**src/rtl/nubus_mem_arbiter.sv**
```systemverilog
// Shares one memory target between NuBus slave (A) and CPU (B); grant registered, 1 cycle after request.
// Requesters are stalled via x_ready until m_ready or timeout; one idle cycle separates transactions.
module nubus_mem_arbiter #(
  parameter int TIMEOUT_CLKS = 16
) (
  input  logic        mem_clk,
  input  logic        mem_reset,
  input  logic        a_valid,
  input  logic [3:0]  a_wstrb,
  input  logic [31:0] a_addr,
  input  logic [31:0] a_wdata,
  output logic [31:0] a_rdata,
  output logic        a_ready,
  output logic        a_error,
  input  logic        b_valid,
  input  logic [3:0]  b_wstrb,
  input  logic [31:0] b_addr,
  input  logic [31:0] b_wdata,
  output logic [31:0] b_rdata,
  output logic        b_ready,
  output logic        b_error,
  output logic        m_valid,
  output logic [3:0]  m_wstrb,
  output logic [31:0] m_addr,
  output logic [31:0] m_wdata,
  input  logic [31:0] m_rdata,
  input  logic        m_ready,
  output logic [1:0]  grant_o
);

  typedef enum logic [1:0] {IDLE, BUSY_A, BUSY_B, RELEASE} state_t;

  localparam int          TO_M1   = (TIMEOUT_CLKS == 0) ? 0 : TIMEOUT_CLKS - 1;
  localparam logic [7:0]  TO_LAST = TO_M1[7:0];

  state_t      r_state;
  state_t      w_next;
  logic        r_last_b;
  logic        w_next_last_b;
  logic [7:0]  r_cnt;

  logic        w_busy;
  logic        w_sel_b;
  logic        w_x_valid;
  logic        w_to_hit;
  logic        w_ready;
  logic        w_error;

  assign w_busy    = (r_state == BUSY_A) || (r_state == BUSY_B);
  assign w_sel_b   = (r_state == BUSY_B);
  assign w_x_valid = w_sel_b ? b_valid : a_valid;
  assign w_to_hit  = (TIMEOUT_CLKS != 0) && (r_cnt == TO_LAST);

  // Abort beats completion beats timeout; an aborting requester never sees ready.
  assign w_ready = w_busy && w_x_valid && (m_ready || w_to_hit);
  assign w_error = w_busy && w_x_valid && !m_ready && w_to_hit;

  function automatic state_t arbitrate(input logic av, input logic bv, input logic last_b);
    if (av && bv)
      return last_b ? BUSY_A : BUSY_B;
    else if (av)
      return BUSY_A;
    else if (bv)
      return BUSY_B;
    else
      return IDLE;
  endfunction

  always_ff @(posedge mem_clk or posedge mem_reset) begin
    if (mem_reset) begin
      r_state  <= IDLE;
      r_last_b <= 1'b1;
      r_cnt    <= 8'd0;
    end else begin
      r_state  <= w_next;
      r_last_b <= w_next_last_b;
      if (!w_busy)
        r_cnt <= 8'd0;
      else if (r_cnt != 8'hFF)
        r_cnt <= r_cnt + 8'd1;
    end
  end

  always_comb begin
    w_next        = r_state;
    w_next_last_b = r_last_b;
    case (r_state)
      IDLE, RELEASE: w_next = arbitrate(a_valid, b_valid, r_last_b);
      BUSY_A, BUSY_B: begin
        if (!w_x_valid || m_ready || w_to_hit) begin
          w_next        = RELEASE;
          w_next_last_b = w_sel_b;
        end
      end
      default: w_next = IDLE;
    endcase
  end

  always_comb begin
    m_valid = w_busy;
    m_wstrb = 4'd0;
    m_addr  = 32'd0;
    m_wdata = 32'd0;
    grant_o = 2'b00;
    a_rdata = 32'd0;
    a_ready = 1'b0;
    a_error = 1'b0;
    b_rdata = 32'd0;
    b_ready = 1'b0;
    b_error = 1'b0;
    if (r_state == BUSY_A) begin
      m_wstrb = a_wstrb;
      m_addr  = a_addr;
      m_wdata = a_wdata;
      grant_o = 2'b01;
      a_rdata = m_rdata;
      a_ready = w_ready;
      a_error = w_error;
    end else if (r_state == BUSY_B) begin
      m_wstrb = b_wstrb;
      m_addr  = b_addr;
      m_wdata = b_wdata;
      grant_o = 2'b10;
      b_rdata = m_rdata;
      b_ready = w_ready;
      b_error = w_error;
    end
  end

endmodule

```
**config.mk**
```make
export PLATFORM = sky130hd
export DESIGN_NAME = nubus_mem_arbiter
export DESIGN_NICKNAME = d
export VERILOG_FILES = /design/src/rtl/nubus_mem_arbiter.sv
export SDC_FILE = /design/constraint.sdc
export NUM_CORES = 1
export LEC_CHECK = 0
export CORE_AREA = 2 2 122 124
export CTS_CLUSTER_SIZE = 25
export DETAILED_ROUTE_END_ITERATION = 16
export DIE_AREA = 0 0 124 126
export DONT_BUFFER_PORTS = 1
export GPL_TIMING_DRIVEN = 0
export SLEW_MARGIN = 20
export SYNTH_ARGS = -nofsm -noshare
export SYNTH_HDL_FRONTEND = slang
export SYNTH_SLANG_ARGS = --single-unit
```
**constraint.sdc**
```tcl
create_clock -name mem_clk -period 1.9 [get_ports mem_clk]
set_clock_uncertainty 0.1 [all_clocks]
set_input_delay 0.57 -clock mem_clk [delete_from_list [all_inputs] [get_ports mem_clk]]
set_output_delay 0.57 -clock mem_clk [all_outputs]
set_load 0.05 [all_outputs]
```
==> implementation parameters, run 1 <==
Parameter                              Value

Outcome
  Status ... complete, but fails checks
  Failing checks ... negative setup slack

Worst setup path
  R2r startpoint ... r_state[0]
  Maximum fanout along the worst path ... 8
  Critical Path Slowest Stage Cell ... sky130_fd_sc_hd__nor4_4
  Capturing point of the worst reg2reg path ... r_last_b
  Class of the most critical setup path ... reg2out
  Worst Path Arrival ... 2070 ps
  CP endpoint kind ... output pin
  Reg2reg setup slack ... 120 ps
  Register-to-Register Path Depth ... 9
  Origin of the worst setup path ... r_state[0]
  Longest individual stage delay on the worst path ... 690 ps
  Cell-by-cell listing of the critical path ... buf_6 > ha_4 > buf_12 > nand2b_4 > nor4_4
  Destination of the critical timing path ... b_error
  Critical path data required time ... 1230 ps
  Type of element launching the critical path ... flop

Timing
  Setup TNS ... -85,800 ps
  Period utilisation layout ... 144%
  Setup repair after global routing missed its margin ... yes
  Total setup violations reported at the end of the flow ... 137
  Relative slew slack ... 48.0%
  Final setup slack of the worst path ... -836 ps
  Post-route minimum period ... 2740 ps
  Achievable frequency ... 366 MHz
  Worst-case hold slack ... 104 ps
  Pins over their slew limit ... 0
  Slew at the pin closest to its max-slew limit ... 777 ps
  Number of failing hold endpoints at the final stage ... 0

Flow run
  Max Cap Violations ... 0

Placement
  Port Buffers ... 0
  Half-perimeter wire length after placement ... slightly above 8000 µm
  Post-place setup slack ... -1070 ps
  Weighted congestion at the end of routability-driven global placement ... 0.838

Yosys
  Number of flip-flops and latches in the synthesized netlist ... 11
  Post-synthesis instance area ... 0.00214 mm²
  Count of cell types in the netlist ... 46
  Top cell type's share of synthesized area ... 23.9%
  Count of synthesis-stage warnings from yosys ... 0
  Proportion of synthesized flip-flops having asynchronous set or reset ... 100%
  Syn_area_per_cell ... 5.79 µm²
  Post-Syn Nets ... approximately 550
  EDFF count, synth ... 0
  Main area contributors after synthesis ... sky130_fd_sc_hd__nand2_1 (24%), sky130_fd_sc_hd__and2_1 (19%), sky130_fd_sc_hd__o21ai_0 (15%), sky130_fd_sc_hd__dfrtp_1 (12%), sky130_fd_sc_hd__buf_2 (2.8%)
  Count of mapped cells out of synthesis ... 369
  Part of the Yosys area used for sequential elements ... 12.9%
  Post-synth top flop ... sky130_fd_sc_hd__dfrtp_1
  Cell taking the most area after synthesis ... sky130_fd_sc_hd__nand2_1

Layout
  Number of nets in the finished design ... around 580
  Most frequent standard cell in the layout excluding fill and tap cells ... sky130_fd_sc_hd__nand2_1
  Number of filler instances in the final layout ... 1,508
  Synthesis-to-finish area growth ... 99.2%
  Antenna diode count ... 0
  Highest-count cells in the layout ignoring fill and taps ... sky130_fd_sc_hd__nand2_1 (112), sky130_fd_sc_hd__o21ai_4 (65), sky130_fd_sc_hd__and2_4 (64)
  Proportion of layout cells with a drive suffix above 1 ... 60.1%

Route
  Iteration-0 DRC Markers ... 123
  Detailed-route wire length per cell ... 19.8 µm
  Antenna violation net count after detailed routing ... 0
  Via Count ... around 2,900
  Routed wire length on met3 ... between 700 and 800 µm
  Met1 routed wirelength after detailed routing ... ~4700 µm
  Total wire length after detailed routing ... between 10,000 and 15,000 µm
  Vias per std cell ... 4.88
  DRC violation count after routing ... 0
  Count of TritonRoute iterations in the first routing pass ... 5
  Highest metal used ... met4
  WL met2 ... 6060 µm

Floorplan
  Placeable core region ... 0.0143 mm²
  Number of top-level pins ... 312
  Starting utilization of the core area ... 14.9%
  Die H ... between 100 and 150 µm
  Die X ... around 120 µm
  Area of the die ... 0.0156 mm²
  Placement row count ... between 40 and 50

Pwr
  Clock power frac ... 3.7%
  Power density over cell area ... ~2500 mW/mm²
  Switching share of power ... 65.2%
  Part of the total power dissipated in combinational logic ... 92.9%
  Portion of total power attributed to sequential cells ... 3.4%
  Net load switching power ... 0.00701 W
  LEAKAGE ... 1.64 nW
  Max VDD drop ... between 0.0008 and 0.0009 V
  Int Pwr ... 0.00374 W

Clock network
  Number of H-tree levels ... 1
  Hold buffer count at CTS ... 0
  Maximum clock insertion buffer count ... 2
  Clock tree from TritonCTS ... done
  Root buf cell ... sky130_fd_sc_hd__clkbuf_16
  CTS sink count ... 11
  Clk pin slew, worst setup/hold paths ... roughly 40 ps
  Clock insertion delay at the later pin of the skew report ... 250 ps
  Number of buffers created by CTS ... 3

Global routing
  Pin count of the biggest net entering global routing ... 12
  Via count of the first global-routing pass ... roughly 2,500
  Initial antenna violation count ... 0
  Total global routing track utilization ... between 10 and 15%
  Gr ovfl total ... 0
  Global-route wire length before repair ... about 15,000 µm

Min path
  Path type of the worst min-delay path ... in2async
[critical path: cells and delay by family (launching register included)]
kind	cells	cell delay, ps
DFF	1	410
and+or+nand+nor	2	840
buffers and inverters	2	320
adders and majority gates	1	240
[logic make-up (layout without fill, tap and decap cells)]
family,after synthesis,in the layout,synth area share [%]
compound gates,88,88,23.6
xor+xnor,1,1,0.410
fa+ha+maj,4,4,2.34
buf+inv,37,74,8.67
flops,11,11,12.9
mux,1,1,0.469
simple gates,227,227,51.6
[layer usage]
| layer | vias to the layer above | GRT usage (%) |
|---|---|---|
| met1 | 1415 | 16.6 |
| li1 | 1286 | - |
| met3 | 13 | 1.40 |
| met5 | - | 0 |
| met4 | 0 | 1.85 |
| met2 | 166 | 21.5 |
[Yosys cell counts (4+ instances only)]
cell                         n
sky130_fd_sc_hd__dfrtp_1    10
sky130_fd_sc_hd__nand2_1   136
sky130_fd_sc_hd__nor3_1      4
sky130_fd_sc_hd__a21oi_1     4
sky130_fd_sc_hd__clkbuf_1   12
sky130_fd_sc_hd__buf_2      12
sky130_fd_sc_hd__ha_1        4
sky130_fd_sc_hd__and2_1     65
sky130_fd_sc_hd__o21ai_0    66
sky130_fd_sc_hd__inv_1       5
sky130_fd_sc_hd__nor2_1      4
[power by group through the flow]
| stage | Clock (W) | Combinational (W) | Sequential (W) |
|---|---|---|---|
| after floorplan | 0 | 0.00615 | 0.000345 |
| after global placement | 0 | 0.00693 | 0.000356 |
| after detailed placement | 0 | 0.00694 | 0.000358 |
| after CTS | 0.000407 | 0.00855 | 0.000356 |
| after global routing | 0.000416 | 0.0104 | 0.000374 |
| final | 0.000397 | 0.00999 | 0.000364 |
[worst min path at each step]
stage,from,end,slack (ps),depth (start not counted)
2_1_floorplan,mem_reset,r_cnt[0],320,1
3_3_place_gp,mem_reset,r_state[1],380,1
3_5_place_dp,mem_reset,r_state[1],380,1
4_1_cts,mem_reset,r_state[1],120,1
5_1_grt,mem_reset,r_state[1],150,1
6_report,mem_reset,r_state[1],100,1
[timing repair]
item                       CTS  global route
gates resized for setup    179           123
gates cloned                 0             8
setup buffers               10            17
pin swaps                   50            46
setup endpoints to repair  137           138
[registers in the layout, indices dropped and copies added (netlist names)]
name,flops
r_last_b,1
r_cnt,8
r_state,2
[area by class of cell]
type / instances / area [µm²] / area share, %
plain buffers: 30 / 409 / 9.61
clock buffers: 4 / 78.8 / 1.85
inverters: 5 / 22.5 / 0.529
multi-input cells: 321 / 2760 / 64.8
flip-flops and latches: 11 / 277 / 6.50
well taps: 184 / 230 / 5.41
repair buffers: 35 / 482 / 11.3
[stage by stage]
stage                     cell area (µm²)  util, %  instances  total power [W]
after CTS                            3610     25.2        566          0.00932
after floorplan                      2450        -        369          0.00650
after global routing                 4260     29.7        590           0.0112
final                                4260     29.7        590           0.0107
after global placement               2680     18.7        553          0.00728
after detailed placement             2680     18.7        553          0.00729
Note: power is estimated with default switching activity, not from simulation.
==> inputs of run 2 (changes only) <==
--- a/config.mk
+++ b/config.mk
@@ -10,6 +10,7 @@
 export DETAILED_ROUTE_END_ITERATION = 16
 export DIE_AREA = 0 0 124 126
 export DONT_BUFFER_PORTS = 1
+export GPL_ROUTABILITY_DRIVEN = 1
 export GPL_TIMING_DRIVEN = 0
 export SLEW_MARGIN = 20
 export SYNTH_ARGS = -nofsm -noshare
==> results of run 2 <==
The final DEF is identical to that of run 1; final timing and power are the same.
==> variant 1: new RTL, flow settings as in run 2 <==
Change the parameter `TIMEOUT_CLKS` from 16 to 8.
--- a/src/rtl/nubus_mem_arbiter.sv
+++ b/src/rtl/nubus_mem_arbiter.sv
@@ -3,3 +3,3 @@
 module nubus_mem_arbiter #(
-  parameter int TIMEOUT_CLKS = 16
+  parameter int TIMEOUT_CLKS = 8
 ) (
Formal check against the unedited RTL: same outputs for any inputs over 4 cycles, from zero or initial values and one cycle with mem_reset high; that may be too few to reach the edited logic, so the function may still have changed.
==> variant 1 against run 2 <==
- the run still ends with setup timing left
- total power increased by 15%
- count of clock-buffer cells in the layout unchanged
- register-to-register slack improved by 0.06 ns
- largest power group unchanged
- routed wire length increased by 10%
- sequential cell count unchanged
- final area increased by 26%
- first-iteration DRC count decreased by 24%
- setup slack got worse by 0.11 ns
- synthesized area decreased by 2.1%
- largest cell class unchanged
==> variant 1: results (changes against run 2) <==
relSlewSlack_pct: 46.8  # -1.2 points
post_cts.repair.setup_buffers: 13  # +3
drive_gt1_share_pct: 83.1  # +23 points
synth_compound_area_share_pct: 22.6  # -0.99 points
synth_nets: 551  # +0.92%
regToRegSetupSlack_ns: 0.18  # +0.06 ns
r2r-end: "r_state[1]$_DFFE_PP0P_"
powerSeq_uw: 372  # +2%
synth_xor_xnor_area_share_pct: 0.419  # +0.0088 points
cpPeakStageDelay_ns: 0.61  # -0.08 ns
worst_r2r_path_depth: 3  # -6
nets: 598  # +2.4%
finalSetupViolations: 137  # unchanged
use_met2_pct: 25.4  # +3.8 points
use_met1_pct: 17.5  # +0.81 points
worst_slack_ns: -0.943  # -0.107 ns
swShare_pct: 62.3  # -2.9 points
synth_commonest_cells: "nand2_1, o21ai_0, and2_1"
crit_path_max_fanout: 3  # -5
synth.area.mux_share_pct: 1.02  # +0.55 points
synth_seq_area_share_pct: 13.2  # +0.28 points
clockBufferDepth: 2  # unchanged
synth_cell_types: 36  # -22%
cts-root-buf: "clkbuf_16"
p_comb_uw: 11600  # +16%
p_per_area_nw_per_um2: 2290  # -9.4%
cts_resized: 126  # -30%
gr-usage-all-layers_pct: 14.0  # +1.6 points
ys_top_cells_by_area: "nand2_1, and2_1, o21ai_0"
drt_iter0_drc: 94  # -24%
rr_startpoint: "r_cnt[3]$_DFFE_PP0P_"
peakVddDrop_mv: 0.772  # -11%
power.leakage_uw: 0.00254  # +55%
synth_area_per_cell_um2: 5.59  # -3.4%
vias: 2876  # -0.14%
failed_checks: "setup timing"
grt_use_met3_pct: 2.63  # +1.2 points
wire_per_inst_um: 21.3  # +7.8%
grt_first_pass_wirelength_mm: 16.5  # +12%
place_inst: 558  # +0.90%
grt_pass1_vias: 2758  # +10%
gp_congestion: 0.932  # +11%
status: "finished with violations"
dpl.hpwl_mm: 9.43  # +16%
first_pass_iters: 4  # -1
-- variant 1: cell count changes in the layout (fill, tap and decap cells not counted), sizes merged, moves of 2 or more --
cell    change
clkbuf     +18
buf         -9
a21oi       +5
nand2       -3
and2        +2
nand3       +2
-- variant 1: cell type report --
type | instances | area (um^2)
multi-input cells | 325 | 3520
well taps | 184 | 230
plain buffers | 30 | 594
clock buffers | 4 | 78.8
repair buffers | 44 | 656
flip-flops and latches | 11 | 280
inverters | 6 | 26.3
fillers | 1392 | 8930
-- variant 1: per-layer routing --
layer  vias up  part of all wire, %
li1       1321                    -
met1      1397                   39
met2       151                   52
met3         7                  7.7
met4         0                 0.56
met5         -                    0
-- variant 1: through the flow --
stage	instance area, um^2	setup slack (ns)	hold slack, ns	setup TNS (ns)
finish	5380	-0.943	0.119	-97.29
global route	5380	-0.998	0.159	-104.77
CTS	5010	-0.972	0.145	-98.82
detailed placement	4110	-0.783	0.402	-58.99
global placement	4110	-0.784	0.403	-57.77
floorplan	3880	-0.632	0.322	-28.91
==> variant 2: new RTL, config.mk and constraints of run 2 <==
Without the edit above. Make the reset (`mem_reset`) synchronous in one clocked block.
--- a/src/rtl/nubus_mem_arbiter.sv
+++ b/src/rtl/nubus_mem_arbiter.sv
@@ -68,3 +68,3 @@
 
-  always_ff @(posedge mem_clk or posedge mem_reset) begin
+  always_ff @(posedge mem_clk) begin
     if (mem_reset) begin
Function: differs if mem_reset is asserted again (counterexample within 4 cycles, from zero or initial values and one cycle with mem_reset high); with mem_reset held inactive, the same outputs for 4 cycles.
==> variant 2 against run 2 <==
- the run still ends with setup timing left
- setup slack better by 0.12 ns
- sequential power shrank 14%
- total power decreased by 41%
- maximum frequency rose by 4.4%
- sequential cell count is the same
- first-iteration DRC count is 25% lower
- highest routed layer unchanged
- core utilization fell by 3.8 points
- synthesized area shrank 14%
- final area is 13% lower
- synthesized cell count is 36% lower
- routed wire length shrank 3.8%
==> variant 2: results (changes against run 2) <==
synth_cell_types: 41  # -11%
gr-usage-all-layers_pct: 12.9  # +0.52 points
multi_input_gates: 194  # -40%
failed_checks: "setup timing"
syn-instance-count: 236  # -36%
synth_seq_area_share_pct: 12.0  # -0.99 points
stdcell_area_um2: 3710  # -13%
n_fill_cell: 1515  # +0.46%
ys_top_cells_by_area: "a22o_1, and2_1, dfxtp_1"
pre_cts_ws_ns: -0.585  # +0.487 ns
critPathArrivalTime_ns: 1.95  # -0.12 ns
vias: 2180  # -24%
cpPeakStageDelay_ns: 0.33  # -0.36 ns
worst_slack_ns: -0.720  # +0.116 ns
final_cells: 450  # -24%
multi_input_area_share_pct: 63.2  # -1.5 points
status: "finished with violations"
first_pass_iters: 4  # -1
synthAdderAreaFrac_pct: 2.72  # +0.37 points
met1_length_mm: 4.53  # -3.7%
synth_commonest_cells: "a22o_1, and2_1, clkbuf_1"
post_cts.repair.setup_buffers: 14  # +4
ys_async_sr_fraction_pct: 0  # -100 points
critPathSlowestCell: "dfxtp_2"
drt_iter0_drc: 92  # -25%
synth_nets: 413  # -24%
synth_compound_area_share_pct: 41.6  # +18 points
finalSetupViolations: 137  # unchanged
route.met2.wl_mm: 5.59  # -7.7%
==> variant 2: changes by cell type in the layout (fill, tap and decap cells not counted), moves of 4 or more <==
| cell | run 2 | this run |
|---|---|---|
| nand2_2 | 20 | 1 |
| dfxtp_1 | 0 | 7 |
| buf_8 | 9 | 2 |
| a22o_4 | 3 | 67 |
| buf_6 | 13 | 4 |
| dfrtp_1 | 10 | 0 |
| buf_16 | 0 | 4 |
| nand2_1 | 112 | 5 |
| o21ai_4 | 65 | 1 |
| clkbuf_8 | 1 | 6 |
| buf_4 | 18 | 11 |
| nand2_4 | 5 | 0 |
==> variant 2: final timing paths <==
path | startpoint | slack, ns | endpoint
worst max-delay path | r_state[0]$_SDFFE_PP0P_ | -0.72 | m_wdata[15]
worst min-delay path | mem_reset | 0.28 | r_state[1]$_SDFFE_PP0P_
worst max register to register | r_cnt[0]$_SDFFE_PP0P_ | 0.33 | r_last_b$_SDFFE_PP1P_
worst min register to register | r_cnt[3]$_SDFFE_PP0P_ | 0.40 | r_cnt[3]$_SDFFE_PP0P_
